## config.mk

```make
export PLATFORM = sky130hd
export DESIGN_NAME = perf_window_sampler
export DESIGN_NICKNAME = d
export VERILOG_FILES = /design/src/rtl/perf_window_sampler.sv
export SDC_FILE = /design/constraint.sdc
export NUM_CORES = 1
export LEC_CHECK = 0
export CELL_PAD_IN_SITES_DETAIL_PLACEMENT = 1
export CELL_PAD_IN_SITES_GLOBAL_PLACEMENT = 2
export CORE_AREA = 2 2 182 184
export DETAILED_ROUTE_END_ITERATION = 16
export DIE_AREA = 0 0 184 186
export PLACE_DENSITY_LB_ADDON = 0.1
export REMOVE_ABC_BUFFERS = 1
export SETUP_SLACK_MARGIN = 0.02
export SLEW_MARGIN = 10
export SYNTH_ARGS = -nofsm -noshare
export SYNTH_HDL_FRONTEND = slang
export SYNTH_SLANG_ARGS = --single-unit
```

## constraint.sdc

```tcl
create_clock -name clk -period 3.8 [get_ports clk]
set_input_delay 0.38 -clock clk [delete_from_list [all_inputs] [get_ports clk]]
set_output_delay 0.38 -clock clk [all_outputs]
set_load 0.005 [all_outputs]
```

## src/rtl/perf_window_sampler.sv

```systemverilog
// Gated cycle/stall/mispredict counters cut into fixed windows; each window's snapshot is streamed
// as tagged words over valid/ready. Define PERF_MAX_STALL_EN to add a longest-stall-run word (tag 3).
module perf_window_sampler #(
    parameter int WINDOW_CYCLES = 1024,
    parameter int CNT_W         = 32
) (
    input  logic             clk,
    input  logic             rst_n,
    input  logic             start,
    input  logic             stop,
    input  logic             clear,
    input  logic             stall,
    input  logic             branch_mispredict,
    output logic             out_valid,
    input  logic             out_ready,
    output logic [CNT_W-1:0] out_data,
    output logic [1:0]       out_tag,
    output logic             out_last,
    output logic             running,
    output logic             overrun,
    output logic [15:0]      window_count
);
    typedef enum logic {S_IDLE, S_RUN} ctrl_e;
    typedef enum logic [2:0] {O_IDLE, O_CYC, O_STL, O_BR, O_MAX} out_e;

`ifdef PERF_MAX_STALL_EN
    localparam out_e O_LAST = O_MAX;
`else
    localparam out_e O_LAST = O_BR;
`endif
    localparam logic [CNT_W-1:0] POS_LAST = CNT_W'(WINDOW_CYCLES - 1);
    localparam logic [CNT_W-1:0] ONE      = CNT_W'(1);

    ctrl_e             ctrl_q, ctrl_d;
    out_e              ost_q, ost_d;
    logic [CNT_W-1:0]  cyc_q, cyc_d, stl_q, stl_d, br_q, br_d;
    logic [CNT_W-1:0]  snap_cyc_q, snap_cyc_d, snap_stl_q, snap_stl_d, snap_br_q, snap_br_d;
    logic [CNT_W-1:0]  cyc_inc, stl_inc, br_inc;
    logic [15:0]       win_cnt_q, win_cnt_d;
    logic              overrun_q, overrun_d;
    logic              run, halt, win_end, fire, accept;

    // cyc_q doubles as the window position: it restarts at every window end or stop
    assign run     = (ctrl_q == S_RUN);
    assign halt    = run && stop && !start;
    assign win_end = run && !halt && !clear && (cyc_q == POS_LAST);
    assign fire    = out_valid && out_ready;
    assign accept  = win_end && ((ost_q == O_IDLE) || (fire && ost_q == O_LAST));

    always_comb begin
        ctrl_d = ctrl_q;
        if (ctrl_q == S_IDLE && start && !stop)
            ctrl_d = S_RUN;
        else if (halt)
            ctrl_d = S_IDLE;
    end

    always_comb begin
        cyc_inc    = cyc_q + ONE;
        stl_inc    = stl_q + CNT_W'(stall);
        br_inc     = br_q + CNT_W'(branch_mispredict);
        cyc_d      = cyc_q;
        stl_d      = stl_q;
        br_d       = br_q;
        snap_cyc_d = snap_cyc_q;
        snap_stl_d = snap_stl_q;
        snap_br_d  = snap_br_q;
        if (clear || halt || win_end) begin
            cyc_d = '0;
            stl_d = '0;
            br_d  = '0;
        end else if (run) begin
            cyc_d = cyc_inc;
            stl_d = stl_inc;
            br_d  = br_inc;
        end
        if (accept) begin
            snap_cyc_d = cyc_inc;
            snap_stl_d = stl_inc;
            snap_br_d  = br_inc;
        end
        win_cnt_d = clear ? 16'd0 : win_cnt_q + 16'(win_end);
        overrun_d = !clear && (overrun_q || (win_end && !accept));
    end

`ifdef PERF_MAX_STALL_EN
    logic [CNT_W-1:0] srun_q, srun_d, smax_q, smax_d, snap_max_q, snap_max_d;
    logic [CNT_W-1:0] srun_inc, smax_inc;

    always_comb begin
        srun_inc   = stall ? srun_q + ONE : '0;
        smax_inc   = (srun_inc > smax_q) ? srun_inc : smax_q;
        srun_d     = srun_q;
        smax_d     = smax_q;
        snap_max_d = snap_max_q;
        if (clear || halt || win_end) begin
            srun_d = '0;
            smax_d = '0;
        end else if (run) begin
            srun_d = srun_inc;
            smax_d = smax_inc;
        end
        if (accept)
            snap_max_d = smax_inc;
    end

    always_ff @(posedge clk) begin
        if (!rst_n) begin
            srun_q     <= '0;
            smax_q     <= '0;
            snap_max_q <= '0;
        end else begin
            srun_q     <= srun_d;
            smax_q     <= smax_d;
            snap_max_q <= snap_max_d;
        end
    end
`endif

    // A fresh capture takes priority over the final-word advance so back-to-back streams have no gap
    always_comb begin
        ost_d = ost_q;
        if (clear)
            ost_d = O_IDLE;
        else if (accept)
            ost_d = O_CYC;
        else if (fire) begin
            unique case (ost_q)
                O_CYC:   ost_d = O_STL;
                O_STL:   ost_d = O_BR;
                O_BR:    ost_d = (O_LAST == O_BR) ? O_IDLE : O_MAX;
                default: ost_d = O_IDLE;
            endcase
        end
    end

    always_comb begin
        out_valid = (ost_q != O_IDLE);
        out_last  = (ost_q == O_LAST);
        out_tag   = 2'd0;
        out_data  = '0;
        unique case (ost_q)
            O_CYC: out_data = snap_cyc_q;
            O_STL: begin out_tag = 2'd1; out_data = snap_stl_q; end
            O_BR:  begin out_tag = 2'd2; out_data = snap_br_q;  end
`ifdef PERF_MAX_STALL_EN
            O_MAX: begin out_tag = 2'd3; out_data = snap_max_q; end
`endif
            default: ;
        endcase
    end

    always_ff @(posedge clk) begin
        if (!rst_n) begin
            ctrl_q     <= S_IDLE;
            ost_q      <= O_IDLE;
            cyc_q      <= '0;
            stl_q      <= '0;
            br_q       <= '0;
            snap_cyc_q <= '0;
            snap_stl_q <= '0;
            snap_br_q  <= '0;
            win_cnt_q  <= '0;
            overrun_q  <= 1'b0;
        end else begin
            ctrl_q     <= ctrl_d;
            ost_q      <= ost_d;
            cyc_q      <= cyc_d;
            stl_q      <= stl_d;
            br_q       <= br_d;
            snap_cyc_q <= snap_cyc_d;
            snap_stl_q <= snap_stl_d;
            snap_br_q  <= snap_br_d;
            win_cnt_q  <= win_cnt_d;
            overrun_q  <= overrun_d;
        end
    end

    assign running      = run;
    assign overrun      = overrun_q;
    assign window_count = win_cnt_q;
endmodule

```

==> results.toml <==
[die]
die_y_microns = 186
fp.dieW_microns = 184
core_area_sq_mm = 0.0322
row_count = 66
die_area_sq_mm = 0.0342
ioPinCount = 62
start_util_pct = 30.6

[setup_path]
crit_type = "reg -> out"
rrSetupSlack_ns = 0.76
critPathLaunchType = "register"
r2r_start = "cyc_q[0]$_SDFFE_PP0P_"
crit_fanout = 19
critical_path_arrival_ns = 2.81
crit_path_start = "ost_q[1]$_SDFFE_PP0P_"
rr_endpoint = "window_count[14]$_SDFF_PP0_"
cp.required_ns = 3.42
worstRegToRegCells = 11
crit_path_end_kind = "output port"

[drt]
drc = 0
drtPass1Iterations = 7
drt_iter0_markers = 463
dr_total_vias = 8043
vias_per_cell = 5.02
wl_per_cell_microns = 18.0
wirelength_mm = 28.9
ant_nets = 0

[cts]
htree_levels = 1
holdBufCountCts = 0
cts_made_buffers = 27
path_clk_slew_ns = 0.06
root_buffer = "clkbuf_16"
worstSkewPairLatency_ns = 0.54
cts_sinks = 212
cts-resized-gates = 0
post_cts_buffers = 0
clk_path_buf_depth = 3
tritoncts = "done"

[yosys]
yosysSeqAreaShare_pct = 43.0
synth_enable_flop_cells = 0
netlist_instances = 1154
synth_warnings = 0
synth-main-ff-cell = "dfxtp_1"
synth_cell_types = 39
synth_seq_cells = 212
avgSynthCellArea_sq_um = 8.55
netlist_area_sq_mm = 0.00986
synthArstFlopShare_pct = 0

[min_path]
holdPathStages = 2
worstHoldStart = "snap_stl_q[1]$_SDFFE_PN0P_"
min_to = "snap_stl_q[1]$_SDFFE_PN0P_"
hp-class = "reg -> reg"

[power]
switching_share_pct = 22.5
p_leak_nw = 3.73
p_clk_share_pct = 50.2
power_density_mw_per_mm2 = 402
p_int_w = 0.00361
power.total_w = 0.00465
ir_worst_vdd_v = 0.000322
power_frac_seq_pct = 47.9
comb_power_share_pct = 1.9
p_switching_w = 0.00104

[global_route]
grt_pass1_vias = 7912
grt_pass1_wl_mm = 46.3
grt_usage_pct = 16.9
grt_overflow = 0
antenna_found_initial = 0
grt_max_degree = 66

[final_layout]
finalNetCount = 1199
seqCellArea_sq_mm = 0.00425
drive_gt1_share_pct = 5.86
multi_input_area_sq_mm = 0.00522
nFillCells = 3795
area_growth_pct = 17.3
antenna_cells = 0
finalInstanceArea_sq_mm = 0.0116

[sta]
worst_slack_ns = 0.611
rsz0062_at_grt = "false"
worstMarginPinSlew_ns = 0.899
relSlewSlack_pct = 40.0
fmax_mhz = 314
fin_crit_sh_pct = 83.9
post-route-min-period_ns = 3.19
holdWs_ns = 0.459
maxSlewViolCount = 0
setup_violations = 0
fin_skew_ns = 0.0199
hold_viol_final = 0

[placed_design]
gp_congestion = 0.731
place.port_buffers = 61
dpl-instance-area_sq_mm = 0.0108
dpl_worst_slack_ns = 0.657
dpl.hpwl_mm = 19.7

[outcome]
status = "finished, final reports clean"

[job]
maxCapViolCount = 0
[registers in the layout, summed over array words and instances, names as in the netlist]
register	count
ost_q	2
overrun	1
snap_br_q	32
snap_stl_q	32
window_count	16
stl_q	32
running	1
br_q	32
snap_cyc_q	32
cyc_q	32
[synth_stat cells (17+ instances only)]
cell      number  area share [%]
nor4_1        17             1.1
a21oi_1       47             2.4
nor3_1        20             1.0
nand3_1       55             2.8
nand2_1       80             3.0
and3_1        34             2.2
o21ai_0       36             1.8
dfxtp_1      212              43
buf_2         21             1.1
xor2_1       116              10
a211oi_1      32             2.4
nor2_1       197             7.5
xnor2_1       41             3.6
nand4_1       62             3.9
a222oi_1      32             3.2
clkbuf_1      53             2.0
[power by group through the flow]
stage          sequential [W]  clock, W  combinational, W
5_1_grt               0.00223   0.00251         0.0000958
3_3_place_gp          0.00227         0         0.0000909
2_1_floorplan         0.00228         0         0.0000307
4_1_cts               0.00223   0.00242         0.0000897
6_report              0.00223   0.00234         0.0000868
3_5_place_dp          0.00227         0         0.0000900
[area by class of cell]
| class | count | area share (%) |
|---|---|---|
| well taps | 408 | 4.41 |
| clock inverters | 4 | 0.227 |
| inverters | 10 | 0.324 |
| repair buffers | 83 | 6.70 |
| flip-flops and latches | 212 | 36.7 |
| clock buffers | 41 | 6.55 |
| multi-input cells | 844 | 45.1 |
[worst max-delay path: stages, from the launching register on]
cell             delay [ns]
dfxtp_1                0.36
inv_1                  0.11
ha_1                   0.68
buf_4                  0.27
a222oi_1               0.08
nor2_1                 0.22
clkdlybuf4s50_1        0.55
[metrics by stage]
stage	instances	utilization, %	TNS, ns
after floorplan	1066	-	-67.43
after global placement	1557	33.5	0
after detailed placement	1557	33.5	0
after CTS	1602	35.9	0
after global routing	1602	35.9	0
final	1602	35.9	0
[cell usage in the layout, fill, tap and decap left out, drive strengths merged, types with 2 or more instances in the layout]
cell type	count
nand2	80
nand4	64
o21a	4
or4	2
a222oi	32
a21oi	47
buf	22
xnor2	41
mux2i	5
dfxtp	212
nand3	55
a211oi	32
nor3	21
clkbuf	41
clkdlybuf4s50	61
and4	13
xor2	116
clkinv	3
inv	10
nor2	197
and2	9
nand2b	2
ha	13
nor4	26
and3	34
or3	9
o21ai	36
[worst max-delay path by stage]
stage	end	slack, ns	cells past startpoint
3_3_place_gp	cyc_q[0]$_SDFFE_PP0P_	0.74	7
3_5_place_dp	br_q[6]$_SDFFE_PP0P_	0.66	7
2_1_floorplan	snap_cyc_q[3]$_SDFFE_PN0P_	-1.30	5
5_1_grt	window_count[14]$_SDFF_PP0_	0.30	11
4_1_cts	out_data[17]	0.56	6
6_report	out_data[15]	0.61	6
[metal layers]
layer / GRT usage (%) / wire, microns
met4: 3.20 / 423
met5: 0 / 0
met2: 25.7 / 12600
met1: 25.6 / 15200
met3: 2.15 / 674
[logic make-up (layout without fill, tap and decap cells)]
| logic type | count (synthesis) | after routing | share of synthesized area, % |
|---|---|---|---|
| AOI/OAI and AO/OA | 152 | 152 | 10.3 |
| adders and majority gates | 14 | 14 | 1.75 |
| xor gates and xnor gates | 157 | 157 | 13.9 |
| muxes | 5 | 5 | 0.507 |
| DFF | 212 | 212 | 43.0 |
| buffers and inverters | 98 | 138 | 4.16 |
| and+or+nand+nor | 516 | 516 | 26.4 |
No activity file was read; power rests on OpenSTA's default activity.
